`src/rtl/mem_access_stage.sv`:
```
// Memory-access pipeline stage: scalar RAM accesses plus a 4-word vector load/store sequencer.
// Optional macro ALIGN_CHECK_EN diverts vector memory ops with address_M[1:0]!=0 to a misalign flag.
module mem_access_stage (
    input  logic         clk,
    input  logic         rst,
    input  logic         regw_M,
    input  logic         memw_M,
    input  logic         regmem_M,
    input  logic         vec_M,
    input  logic [3:0]   regScr_M,
    input  logic [31:0]  ALUrslt_M,
    input  logic [31:0]  address_M,
    input  logic [127:0] regrsltV_M,
    output logic [31:0]  mem_addr,
    output logic [31:0]  mem_wdata,
    output logic         mem_wren,
    input  logic [31:0]  mem_q,
    output logic         stall_M,
    output logic         regw_W,
    output logic         regmem_W,
    output logic         vec_W,
    output logic [3:0]   regScr_W,
    output logic [31:0]  ALUrslt_W,
    output logic [31:0]  memdata_W,
    output logic [127:0] regrsltV_W,
    output logic [127:0] vecdata_W,
    output logic         misalign_W
);

    typedef enum logic [1:0] {IDLE, VLOAD, VSTORE, DRAIN} state_t;

    state_t         state_q, state_d;
    logic [1:0]     i_q, i_d;
    logic [95:0]    stage_q, stage_d;
    logic           regw_w_q, regw_w_d;
    logic           regmem_w_q, regmem_w_d;
    logic           vec_w_q, vec_w_d;
    logic [3:0]     regscr_w_q, regscr_w_d;
    logic [31:0]    alurslt_w_q, alurslt_w_d;
    logic [127:0]   regrsltv_w_q, regrsltv_w_d;
    logic [127:0]   vecdata_w_q, vecdata_w_d;
    logic           misalign_w_q, misalign_w_d;

    logic           stall_s, wren_s, misalign_s, vec_mem_s;
    logic [31:0]    addr_s, wdata_s;

    function automatic logic [31:0] word_sel(input logic [127:0] v, input logic [1:0] idx);
        logic [31:0] w;
        case (idx)
            2'd0:    w = v[31:0];
            2'd1:    w = v[63:32];
            2'd2:    w = v[95:64];
            2'd3:    w = v[127:96];
            default: w = v[31:0];
        endcase
        return w;
    endfunction

`ifdef ALIGN_CHECK_EN
    assign misalign_s = vec_M & (memw_M | regmem_M) & (address_M[1:0] != 2'b00);
`else
    assign misalign_s = 1'b0;
`endif

    assign vec_mem_s = vec_M & (memw_M | regmem_M) & ~misalign_s;

    // Vector sequencer: next state, word counter, RAM port and load staging.
    always_comb begin
        state_d = state_q;
        i_d     = i_q;
        stage_d = stage_q;
        stall_s = 1'b0;
        wren_s  = 1'b0;
        addr_s  = address_M + {30'd0, i_q};
        wdata_s = ALUrslt_M;
        case (state_q)
            IDLE: begin
                addr_s = address_M;
                if (vec_mem_s) begin
                    stall_s = 1'b1;
                    i_d     = 2'd1;
                    if (memw_M) begin
                        wren_s  = 1'b1;
                        wdata_s = word_sel(regrsltV_M, 2'd0);
                        state_d = VSTORE;
                    end else begin
                        state_d = VLOAD;
                    end
                end else begin
                    // a misaligned vector store must not reach the RAM
                    wren_s = memw_M & ~vec_M;
                end
            end
            VLOAD: begin
                stall_s = 1'b1;
                case (i_q)
                    2'd1:    stage_d[31:0]  = mem_q;
                    2'd2:    stage_d[63:32] = mem_q;
                    2'd3:    stage_d[95:64] = mem_q;
                    default: stage_d        = stage_q;
                endcase
                if (i_q == 2'd3) begin
                    state_d = DRAIN;
                    i_d     = 2'd0;
                end else begin
                    i_d = i_q + 2'd1;
                end
            end
            VSTORE: begin
                wren_s  = 1'b1;
                wdata_s = word_sel(regrsltV_M, i_q);
                stall_s = (i_q != 2'd3);
                if (i_q == 2'd3) begin
                    state_d = IDLE;
                    i_d     = 2'd0;
                end else begin
                    i_d = i_q + 2'd1;
                end
            end
            DRAIN: begin
                state_d = IDLE;
                i_d     = 2'd0;
            end
            default: begin
                state_d = IDLE;
                i_d     = 2'd0;
            end
        endcase
    end

    // M/W register next value: bubble while stalled, capture otherwise.
    always_comb begin
        regw_w_d     = regw_w_q;
        regmem_w_d   = regmem_w_q;
        vec_w_d      = vec_w_q;
        regscr_w_d   = regscr_w_q;
        alurslt_w_d  = alurslt_w_q;
        regrsltv_w_d = regrsltv_w_q;
        vecdata_w_d  = vecdata_w_q;
        misalign_w_d = misalign_w_q;
        if (stall_s) begin
            regw_w_d     = 1'b0;
            regmem_w_d   = 1'b0;
            vec_w_d      = 1'b0;
            misalign_w_d = 1'b0;
        end else begin
            regw_w_d     = regw_M & ~misalign_s;
            regmem_w_d   = regmem_M;
            vec_w_d      = vec_M;
            regscr_w_d   = regScr_M;
            alurslt_w_d  = ALUrslt_M;
            regrsltv_w_d = regrsltV_M;
            misalign_w_d = misalign_s;
            if (state_q == DRAIN) begin
                vecdata_w_d = {mem_q, stage_q};
            end else begin
                vecdata_w_d = vecdata_w_q;
            end
        end
    end

    // State and pipeline registers with synchronous reset.
    always_ff @(posedge clk) begin
        if (rst) begin
            state_q      <= IDLE;
            i_q          <= 2'd0;
            stage_q      <= 96'd0;
            regw_w_q     <= 1'b0;
            regmem_w_q   <= 1'b0;
            vec_w_q      <= 1'b0;
            regscr_w_q   <= 4'd0;
            alurslt_w_q  <= 32'd0;
            regrsltv_w_q <= 128'd0;
            vecdata_w_q  <= 128'd0;
            misalign_w_q <= 1'b0;
        end else begin
            state_q      <= state_d;
            i_q          <= i_d;
            stage_q      <= stage_d;
            regw_w_q     <= regw_w_d;
            regmem_w_q   <= regmem_w_d;
            vec_w_q      <= vec_w_d;
            regscr_w_q   <= regscr_w_d;
            alurslt_w_q  <= alurslt_w_d;
            regrsltv_w_q <= regrsltv_w_d;
            vecdata_w_q  <= vecdata_w_d;
            misalign_w_q <= misalign_w_d;
        end
    end

    assign mem_addr   = addr_s;
    assign mem_wdata  = wdata_s;
    assign mem_wren   = wren_s & ~rst;
    assign stall_M    = stall_s & ~rst;
    assign regw_W     = regw_w_q;
    assign regmem_W   = regmem_w_q;
    assign vec_W      = vec_w_q;
    assign regScr_W   = regscr_w_q;
    assign ALUrslt_W  = alurslt_w_q;
    assign regrsltV_W = regrsltv_w_q;
    assign vecdata_W  = vecdata_w_q;
    assign misalign_W = misalign_w_q;
    assign memdata_W  = mem_q;

endmodule

```
`config.mk`:
```
export PLATFORM = sky130hd
export DESIGN_NAME = mem_access_stage
export DESIGN_NICKNAME = d
export VERILOG_FILES = /design/src/rtl/mem_access_stage.sv
export SDC_FILE = /design/constraint.sdc
export NUM_CORES = 1
export LEC_CHECK = 0
export CORE_AREA = 2 2 245 247
export DETAILED_ROUTE_END_ITERATION = 8
export DIE_AREA = 0 0 247 249
export GPL_ROUTABILITY_DRIVEN = 0
export PLACE_DENSITY = 0.59
export SLEW_MARGIN = 20
export SYNTH_ARGS = -nofsm -noshare
export SYNTH_HDL_FRONTEND = slang
export SYNTH_SLANG_ARGS = --single-unit
```
`constraint.sdc`:
```
create_clock -name clk -period 6.6 [get_ports clk]
set_input_delay 1.32 -clock clk [delete_from_list [all_inputs] [get_ports clk]]
set_output_delay 1.32 -clock clk [all_outputs]
set_load 0.05 [all_outputs]
```
==> impl_metrics.json <==
{
  "final_hold_viol_count": 0,
  "drt_pre_antenna_iters": 7,
  "arrival_ns": 4.52,
  "postCtsSetupRepairBufs": 0,
  "synth_ff_type": "dfxtp_1",
  "async_flop_share": 0,
  "grt_pass1_vias": 13500,
  "cts_buffers": 44,
  "start_kind": "primary input",
  "power_mw": 8.70,
  "preCtsSetupSlack_ns": 0.781,
  "avgRoutedWirePerCell_um": 24.2,
  "antenna_found_initial": 8,
  "finalCoreUtilization": 0.392,
  "cts_sinks": 395,
  "synth_edf_count": 0,
  "cp_data_required_time_ns": 5.28,
  "die_y_um": 249,
  "reg2reg_to": "regrsltV_W[98]",
  "critical_path.endpoint": "mem_addr[20]",
  "synthTopCellsByArea": "dfxtp_1, a22o_1, mux2i_1",
  "irDropWorstVdd_uv": 273,
  "nets": 2299,
  "grt_overflow_total": 0,
  "synth_common_cells": "dfxtp_1, nand2_1, a22o_1",
  "ys_seq_elements": 395,
  "fp.dieW_um": 247,
  "final.setup_skew_ns": 0.0149,
  "vias_per_cell": 4.84,
  "drt_iter0_drc": 971,
  "ant_nets": 0,
  "critPathCaptureType": "primary output",
  "synth_nets": 1757,
  "fp-row-count": 89,
  "vias": 13900,
  "syn_area_per_cell_um2": 9.88,
  "ctsResizeCount": 0,
  "hpwl_um": 50300,
  "drc": 0,
  "gr-usage-all-layers": 0.213,
  "synth_area_um2": 14900,
  "core_um2": 58700,
  "synth_top_area_frac": 0.530,
  "drive_gt1_frac": 0.0508,
  "die_area_um2": 61500,
  "grt_max_degree": 168,
  "worst_setup_path_startpoint": "address_M[0]",
  "syn_inst": 1510,
  "insertion_delay_ns": 0.56,
  "regToRegSetupSlack_ns": 3.05,
  "rr_worst_depth": 8,
  "timing.fmax_mhz": 171,
  "initial_utilization": 0.254,
  "clockBufferDepth": 3,
  "syn_to_final_growth_pct": 54.4,
  "ys_types": 43,
  "finalSetupViolCount": 0,
  "status": "finished clean",
  "pwr_density_cell_nw_per_um2": 378,
  "cts_tree": "built",
  "crit_type": "in2out",
  "rsz0062_at_grt": "false",
  "tightest_slew_ns": 1.11,
  "synth_area_leader_cell": "dfxtp_1",
  "yosysMostFrequentCell": "dfxtp_1",
  "wirelength_um": 69100,
  "synth_seq_area_share": 0.530,
  "fin_crit_sh": 0.885,
  "clock-root-buffer": "clkbuf_16",
  "cts_hold_buf": 0,
  "yosys_warnings": 0,
  "relSlewSlack": 0.262,
  "path_clk_slew_ns": 0.06,
  "max-cap-violations": 0,
  "crit_fanout": 7,
  "finalSetupTns_ns": 0,
  "finalMaxSlewViolations": 0,
  "timing.hold.ws_ns": 0.453,
  "port-buffer-count": 626,
  "cts_max_level": 2,
  "period_minus_slack_ns": 5.84,
  "grt_pass1_wl_um": 96400,
  "p_leak_nw": 8.19,
  "boundaryPins": 628,
  "r2r_start": "i_q[0]",
  "holdCritPathClass": "reg2reg",
  "setup_ws_ns": 0.759
}
## cells by family (layout without fill, tap and decap cells)
| kind of cell | Yosys count | count (layout) | share of synthesized area |
|---|---|---|---|
| AND/OR/NAND/NOR | 408 | 408 | 0.110 |
| adder cells (fa/ha/maj) | 13 | 13 | 0.0114 |
| flip-flops | 395 | 395 | 0.530 |
| multiplexers | 131 | 131 | 0.0880 |
| buffers and inverters | 165 | 740 | 0.0611 |
| XOR/XNOR | 30 | 30 | 0.0176 |
| other | 1 | 5 | 0.000251 |
| AO/OA/AOI/OAI | 367 | 367 | 0.182 |
## flip-flops by register name (all words and copies together), names as in the netlist
name        cells
vecdata_W     128
i_q             2
regmem_W        1
stage_q        96
regrsltV_W    128
regw_W          1
state_q         2
ALUrslt_W      32
vec_W           1
regScr_W        4
## power by group
| part | internal [mW] | switching, mW | total (mW) |
|---|---|---|---|
| sequential | 2.68 | 0.180 | 2.86 |
| clock | 1.55 | 1.03 | 2.58 |
| combinational | 1.06 | 2.20 | 3.26 |
| total | 5.29 | 3.41 | 8.70 |
## metrics by stage
stage	instances	instance area, um2
after global routing	2862	23000
after floorplan	1510	14900
final	2862	23000
after CTS	2858	23000
after global placement	2779	21500
after detailed placement	2779	21500
## cell type report
class,count,area [um2]
Tap cell,773,967
Inverter,11,41.3
Antenna cell,4,10.0
Multi-Input combinational cell,950,6130
Clock buffer,62,1240
Timing Repair Buffer,650,6460
Fill cell,5723,35700
Sequential cell,395,7910
Clock inverter,17,274
## metal layers
| layer | vias to the layer above | routed length [um] | part of all wire | GRT usage |
|---|---|---|---|---|
| li1 | 6402 | - | - | - |
| met1 | 6713 | 25300 | 0.37 | 0.232 |
| met2 | 596 | 34300 | 0.50 | 0.370 |
| met3 | 133 | 5790 | 0.084 | 0.0614 |
| met4 | 6 | 3690 | 0.053 | 0.115 |
| met5 | - | 42 | 0.00061 | 0 |
## layout by cell type (no fill, tap or decap), types with 2 or more instances in the layout
| master | Yosys | layout |
|---|---|---|
| a21oi_1 | 100 | 99 |
| a222oi_1 | 32 | 32 |
| a22o_1 | 164 | 164 |
| a22oi_1 | 31 | 31 |
| and2_1 | 7 | 7 |
| and3_1 | 3 | 3 |
| buf_4 | 34 | 24 |
| bufinv_16 | 0 | 6 |
| clkbuf_1 | 65 | 11 |
| clkbuf_16 | 0 | 44 |
| clkbuf_8 | 0 | 7 |
| clkdlybuf4s50_1 | 0 | 624 |
| clkinv_2 | 0 | 6 |
| dfxtp_1 | 395 | 395 |
| diode_2 | 0 | 4 |
| ha_1 | 12 | 8 |
| ha_2 | 0 | 3 |
| inv_1 | 10 | 10 |
| inv_6 | 0 | 2 |
| mux2i_1 | 130 | 130 |
| nand2_1 | 210 | 210 |
| nand2b_1 | 2 | 2 |
| nand3_1 | 15 | 15 |
| nand4_1 | 4 | 4 |
| nor2_1 | 152 | 151 |
| nor3_1 | 6 | 6 |
| o21ai_0 | 21 | 21 |
| o21ai_1 | 13 | 13 |
| or3_1 | 2 | 2 |
| xnor2_1 | 17 | 17 |
| xor2_1 | 13 | 13 |
## worst min-delay path by stage
stage,slack (ns),to,cells past startpoint,startpoint
2_1_floorplan,0.44,stage_q[0],2,stage_q[0]
3_3_place_gp,0.44,stage_q[2],2,stage_q[2]
3_5_place_dp,0.45,stage_q[36],2,stage_q[36]
4_1_cts,0.45,stage_q[36],2,stage_q[36]
5_1_grt,0.47,stage_q[75],2,stage_q[75]
6_report,0.45,stage_q[36],2,stage_q[36]
## critical path, stage by stage
cell             delay [ns]
clkdlybuf4s50_1        0.49
ha_1                   0.18
inv_1                  0.06
fa_1                   0.38
and4bb_2               0.33
and2_4                 0.20
nand3_2                0.17
or3_1                  0.42
xnor2_1                0.15
clkdlybuf4s50_1        0.82
Note: power is estimated with default switching activity, not from simulation.
